File: config.mk
export PLATFORM = sky130hd
export DESIGN_NAME = pc_sequencer
export DESIGN_NICKNAME = d
export VERILOG_FILES = /design/src/rtl/pc_sequencer.sv
export SDC_FILE = /design/constraint.sdc
export NUM_CORES = 1
export LEC_CHECK = 0
export ABC_AREA = 1
export CAP_MARGIN = 15
export CELL_PAD_IN_SITES_DETAIL_PLACEMENT = 1
export CELL_PAD_IN_SITES_GLOBAL_PLACEMENT = 2
export CORE_MARGIN = 2
export CORE_UTILIZATION = 35
export DETAILED_ROUTE_END_ITERATION = 10
export GPL_TIMING_DRIVEN = 0
export PLACE_DENSITY = 0.95
export REMOVE_ABC_BUFFERS = 1
export SETUP_SLACK_MARGIN = 0.05
export SLEW_MARGIN = 10
export SYNTH_ARGS = -nofsm -noshare
export SYNTH_HDL_FRONTEND = slang
export SYNTH_SLANG_ARGS = --single-unit
File: constraint.sdc
create_clock -name Clk -period 3.5 [get_ports Clk]
set_input_delay 0.7 -clock Clk [delete_from_list [all_inputs] [get_ports Clk]]
set_output_delay 0.7 -clock Clk [all_outputs]
set_load 0.05 [all_outputs]
File: src/rtl/pc_sequencer.sv
// Program counter sequencer: single-step advance, one-cycle RESOLVE for
// jumps/branches/calls/returns, and a circular return-address stack.
module pc_sequencer #(
  parameter int                ADDR_W    = 32,
  parameter logic [ADDR_W-1:0] RESET_VEC = '0,
  parameter int                STEP      = 4,
  parameter int                RAS_DEPTH = 4
) (
  input  logic              Clk,
  input  logic              Rst,
  input  logic              Step,
  input  logic              Stall,
  input  logic              Jump,
  input  logic              Branch,
  input  logic              BranchTaken,
  input  logic              Call,
  input  logic              Ret,
  input  logic [ADDR_W-1:0] Target,
  output logic [ADDR_W-1:0] q,
  output logic [ADDR_W-1:0] q_plus,
  output logic              Busy,
  output logic              RasOvf,
  output logic              RasUnf
);

  localparam int PTR_W = (RAS_DEPTH > 1) ? $clog2(RAS_DEPTH) : 1;
  localparam int CNT_W = $clog2(RAS_DEPTH + 1);

  typedef enum logic       {IDLE, RESOLVE}        state_t;
  typedef enum logic [1:0] {K_TGT, K_CALL, K_RET} kind_t;

  state_t                          state;
  kind_t                           kind;
  logic                            step_d;
  logic [RAS_DEPTH-1:0][ADDR_W-1:0] ras;
  logic [PTR_W-1:0]                ptr;     // next write slot; top is ptr-1
  logic [CNT_W-1:0]                count;

  logic             step_ev, redirect, ras_full, ras_empty;
  logic [PTR_W-1:0] ptr_inc, ptr_dec;
  logic [ADDR_W-1:0] ras_top;

  always_comb begin
    q_plus    = q + ADDR_W'(STEP);
    step_ev   = Step & ~step_d;
    redirect  = Ret | Call | Jump | (Branch & BranchTaken);
    ras_full  = (count == CNT_W'(RAS_DEPTH));
    ras_empty = (count == '0);
    ptr_inc   = (ptr == PTR_W'(RAS_DEPTH - 1)) ? '0 : ptr + PTR_W'(1);
    ptr_dec   = (ptr == '0) ? PTR_W'(RAS_DEPTH - 1) : ptr - PTR_W'(1);
    ras_top   = ras[ptr_dec];
  end

  always_ff @(posedge Clk or negedge Rst) begin
    if (!Rst) begin
      q      <= RESET_VEC;
      state  <= IDLE;
      kind   <= K_TGT;
      step_d <= 1'b1;  // Step held through reset must not look like an edge
      ras    <= '0;
      ptr    <= '0;
      count  <= '0;
      Busy   <= 1'b0;
      RasOvf <= 1'b0;
      RasUnf <= 1'b0;
    end else begin
      step_d <= Step;
      RasOvf <= 1'b0;
      RasUnf <= 1'b0;
      if (!Stall) begin
        case (state)
          IDLE: begin
            if (step_ev) begin
              if (redirect) begin
                kind  <= Ret ? K_RET : (Call ? K_CALL : K_TGT);
                state <= RESOLVE;
                Busy  <= 1'b1;
              end else begin
                q <= q_plus;
              end
            end
          end
          RESOLVE: begin
            state <= IDLE;
            Busy  <= 1'b0;
            case (kind)
              K_CALL: begin
                // When full the write slot holds the oldest entry, so it is overwritten
                ras[ptr] <= q_plus;
                ptr      <= ptr_inc;
                if (ras_full) RasOvf <= 1'b1;
                else          count  <= count + CNT_W'(1);
                q <= Target;
              end
              K_RET: begin
                if (!ras_empty) begin
                  q     <= ras_top;
                  ptr   <= ptr_dec;
                  count <= count - CNT_W'(1);
                end else begin
                  q      <= Target;
                  RasUnf <= 1'b1;
                end
              end
              default: q <= Target;
            endcase
          end
          default: state <= IDLE;
        endcase
      end
    end
  end

endmodule
==> results.txt <==
----------------------------------------------------
[Yosys]
  Number of instances in the synthesized netlist ... 1282
  Number of enable flip-flop cells after synthesis ... 0
  Post-synthesis mux area share ... 0
  Combinational family with the most area after synthesis ... simple AND/OR/NAND/NOR gates
  Post-synth design cell area ... 9310 um2
  Area fraction in compound gates after synthesis ... 0.142
  Post-synthesis simple-gate area fraction ... 0.277
  Adder-Cell Fraction of Synth Area ... 0.00887
  Share of synthesized flip-flops with an asynchronous set or reset ... 1.00
  Synthesized flop and latch total ... 172
  Sequential share of the synthesized area ... 0.463
  Netlist cell types ... 36
  Primary FF master, synth ... sky130_fd_sc_hd__dfrtp_1
  Mean instance size in the synthesized netlist ... 7.26 um2
  Synthesis Warnings ... 0
  Xor/xnor share of the synthesized area ... 0.00955

[Final layout]
  Number of fill cells in the layout ... 3231
  Diode insertion count for antenna repair ... 0
  Area occupied by multi-input gates ... 4100 um2
  Ratio of cells with drive above 1 in the final layout ... 0.0756
  Reg area ... 4310 um2
  P&R area growth vs syn ... 20.9%
  Cell area after layout ... 11300 um2
  Final Net Count ... 1396

[STA]
  Slew at the pin closest to its max-slew limit ... 1.12 ns
  Number of setup violations in the final report ... 0
  Hold Vio Cnt, Final ... 0
  Peak clock frequency supported by timing ... 0.303 GHz
  Worst-case hold slack ... 0.213 ns
  Final-report max-slew violation count ... 0
  Setup repair after global routing missed its margin ... true
  Minimum clock period ... 3.30 ns
  Setup slack after layout ... 0.198 ns
  Max-slew headroom ... 0.250
  Largest clock skew in the final design ... 0.00928 ns
  Final period util ... 0.943

[Critical path]
  Worst Path Arrival ... 2.60 ns
  Worst-path maximum fanout ... 6
  Type of origin of the critical path ... flip-flop
  Required time of the worst setup path ... 2.80 ns
  Peak per-stage delay on the critical path ... 0.52 ns
  Critical-path cell list ... ha_1 > nand2_1 > nor2_2 > nand2_2 > nor2_4 > nand3b_1 > nand2_2 > clkdlybuf4s15_1
  Critical path's top delay family ... simple AND/OR/NAND/NOR gates
  Buffers plus inverters on the worst setup path ... 1
  Library cell appearing most often on the critical path ... sky130_fd_sc_hd__nand2_2
  Critical path type ... reg -> out
  Slowest cell on the critical path ... sky130_fd_sc_hd__clkdlybuf4s15_1
  Crit path capture type ... primary output

[Global route]
  Final global-route overflow total ... 0
  Number of global-route vias before repair ... 8967
  Pin count of the biggest net entering global routing ... 105
  GRT Resource Usage Total ... 0.216
  Wire length of the first global-routing pass ... 48.3 mm
  Initial antenna violation count ... 0

[Min path]
  Worst hold path class ... in -> async

[CTS]
  Post-CTS repair timing setup buffer count ... 0
  Clock buffers created by TritonCTS ... 17
  TritonCTS clock tree ... built
  H-tree levels ... 4
  Number of buffers added to fix hold violations after cts ... 0
  Root Buffer ... sky130_fd_sc_hd__clkbuf_16
  Worst skew pair latency ... 0.44 ns
  Clock sink count ... 172
  Clock transition time at the flip-flop clock pins of the worst setup and hold paths ... 0.07 ns
  Worst-case clock buffer depth ... 2

[Placed design]
  Placed cell areas ... 10600 um2
  RD Place Congestion ... 0.808
  Worst slack at placement ... -0.849 ns
  Final HPWL DP ... 19.0 mm
  Buffers on Ports ... 107

[Die]
  Core area ... 26100 um2
  Width of the die ... 167 um
  Number of cell rows ... 59
  Number of primary I/O pins ... 108
  Initial core utilization ... 0.357
  Overall die area ... 27900 um2
  Floorplan die height ... 167 um

[Route]
  Drc violations ... 0
  Post-detailed-routing wire length ... 30.1 mm
  Detail-routed net length per standard cell ... 17.8 um
  Routed via count ... 8674
  Count of antenna-violating nets left after detailed routing ... 0
  Router iterations before antenna repair ... 4
  Average vias per placed instance ... 5.11
  Initial detailed-routing violation count ... 518

[Run]
  Number of maximum-capacitance constraint violations ... 0

[Power]
  Total power draw ... 12200 uW
  Pwr Density ... 1080 nW/um2
  Leak ... 0.00533 uW
  Maximum vdd ir drop ... 0.504 mV

[Run status]
  Run status ... finished, final reports clean

----------------------------------------------------
[flip-flops by register name, indices dropped and copies added, names as in the netlist]
| name | count |
|---|---|
| ras | 128 |
| q | 32 |
| count | 3 |
| kind | 2 |
| ptr | 2 |
| Busy | 1 |
| RasOvf | 1 |
| RasUnf | 1 |
| state | 1 |
| step_d | 1 |
[final timing paths]
kind / start / cells after the start / endpoint / slack, ns
max: q[3]$_DFFE_PN0P_ / 8 / q_plus[18] / 0.20
min: Rst / 1 / q[0]$_DFFE_PN0P_ / 0.21
max reg2reg: ptr[0]$_DFFE_PN0P_ / 11 / q[11]$_DFFE_PN0P_ / 0.31
min reg2reg: ras[76]$_DFFE_PN0P_ / 2 / ras[76]$_DFFE_PN0P_ / 0.48
max in group asynchronous: Rst / 2 / q[20]$_DFFE_PN0P_ / 2.33
min in group Clk: ras[76]$_DFFE_PN0P_ / 2 / ras[76]$_DFFE_PN0P_ / 0.48
[synth_stat cells, types with 2 or more instances]
library cell / count / area [um2]
sky130_fd_sc_hd__o21ai_1: 10 / 50.1
sky130_fd_sc_hd__ha_1: 5 / 62.6
sky130_fd_sc_hd__dfrtp_1: 171 / 4280
sky130_fd_sc_hd__o21ai_0: 154 / 771
sky130_fd_sc_hd__nor2_4: 7 / 78.8
sky130_fd_sc_hd__o21bai_1: 3 / 22.5
sky130_fd_sc_hd__nor2_1: 116 / 435
sky130_fd_sc_hd__xnor2_1: 2 / 17.5
sky130_fd_sc_hd__buf_2: 22 / 110
sky130_fd_sc_hd__nand3_1: 111 / 556
sky130_fd_sc_hd__buf_1: 4 / 15.0
sky130_fd_sc_hd__nor2_2: 5 / 31.3
sky130_fd_sc_hd__buf_4: 10 / 75.1
sky130_fd_sc_hd__clkinv_1: 3 / 11.3
sky130_fd_sc_hd__nand3b_1: 4 / 30.0
sky130_fd_sc_hd__inv_2: 10 / 37.5
sky130_fd_sc_hd__o21ai_2: 2 / 17.5
sky130_fd_sc_hd__clkbuf_1: 30 / 113
sky130_fd_sc_hd__nand2_2: 19 / 119
sky130_fd_sc_hd__xor2_1: 5 / 43.8
sky130_fd_sc_hd__inv_1: 152 / 571
sky130_fd_sc_hd__nand2_1: 341 / 1280
sky130_fd_sc_hd__a21oi_1: 81 / 405
sky130_fd_sc_hd__o211ai_1: 3 / 22.5
[cell type report]
class | count | area share
sequential | 172 | 0.383
multi-input combinational | 880 | 0.364
timing repair buffer | 111 | 0.103
inverter | 165 | 0.0565
clock buffer | 21 | 0.0409
tap | 335 | 0.0372
clock inverter | 11 | 0.0140
timing repair inverter | 2 | 0.00133
[metrics by stage]
stage | util | setup TNS (ns) | instances
after floorplan | - | 0 | 1216
after global placement | 0.402 | -1081.61 | 1658
after detailed placement | 0.407 | -30.46 | 1662
after CTS | 0.430 | 0 | 1694
after global routing | 0.432 | 0 | 1697
final | 0.432 | 0 | 1697
[logic make-up after synthesis]
kind of cell,after synthesis
compound gates,257
fa+ha+maj,6
xor+xnor,8
simple gates,608
flops,172
buf+inv,231
[layer usage]
layer / vias up / routed length, um / global-route usage
met5: - / 0 / 0
met4: 0 / 561 / 0.0611
met3: 34 / 821 / 0.0271
met2: 143 / 14800 / 0.372
met1: 4311 / 14000 / 0.287
li1: 4186 / - / -
[what timing repair did]
action                                  CTS  global route
endpoints found under the setup margin  119            53
cloned                                    0             3
pin swaps                                 0             1
resized for setup                        28            21
[power by group]
part	switching (uW)	internal [uW]	leakage, uW
Combinational	4620	1950	0.00301
Sequential	718	2840	0.00204
Clock	858	1170	0.000288
Total	6200	5960	0.00533
[placed cells by master, fill, tap and decap left out, types with 3 or more instances in the layout]
cell and instances:
sky130_fd_sc_hd__inv_2 10, sky130_fd_sc_hd__nor2_4 7, sky130_fd_sc_hd__inv_1 149, sky130_fd_sc_hd__o21ai_0 154
sky130_fd_sc_hd__nor2_2 6, sky130_fd_sc_hd__nand2_1 338, sky130_fd_sc_hd__dlygate4sd2_1 12, sky130_fd_sc_hd__ha_1 4
sky130_fd_sc_hd__o211ai_1 3, sky130_fd_sc_hd__nand3_1 110, sky130_fd_sc_hd__clkdlybuf4s50_1 82, sky130_fd_sc_hd__a21oi_1 81
sky130_fd_sc_hd__dlymetal6s2s_1 6, sky130_fd_sc_hd__nand2_2 21, sky130_fd_sc_hd__nand3b_1 4, sky130_fd_sc_hd__xor2_1 5
sky130_fd_sc_hd__clkinvlp_4 8, sky130_fd_sc_hd__dfrtp_1 169, sky130_fd_sc_hd__clkbuf_2 3, sky130_fd_sc_hd__clkbuf_16 17
sky130_fd_sc_hd__nor2_1 116, sky130_fd_sc_hd__o21ai_1 10, sky130_fd_sc_hd__o21bai_1 3, sky130_fd_sc_hd__bufinv_16 3
[worst reg2reg max path, stage by stage (launching register included)]
cell and delay [ns]:
sky130_fd_sc_hd__dfrtp_2 0.77, sky130_fd_sc_hd__inv_1 0.27, sky130_fd_sc_hd__ha_2 0.30, sky130_fd_sc_hd__inv_2 0.46, sky130_fd_sc_hd__nand2_4 0.35, sky130_fd_sc_hd__buf_16 0.30, sky130_fd_sc_hd__o21ai_0 0.25, sky130_fd_sc_hd__nand3_1 0.12
sky130_fd_sc_hd__nand2_1 0.11, sky130_fd_sc_hd__nand2_1 0.05, sky130_fd_sc_hd__nand2_1 0.05, sky130_fd_sc_hd__nand2_1 0.06
No activity file was read; power rests on OpenSTA's default activity.
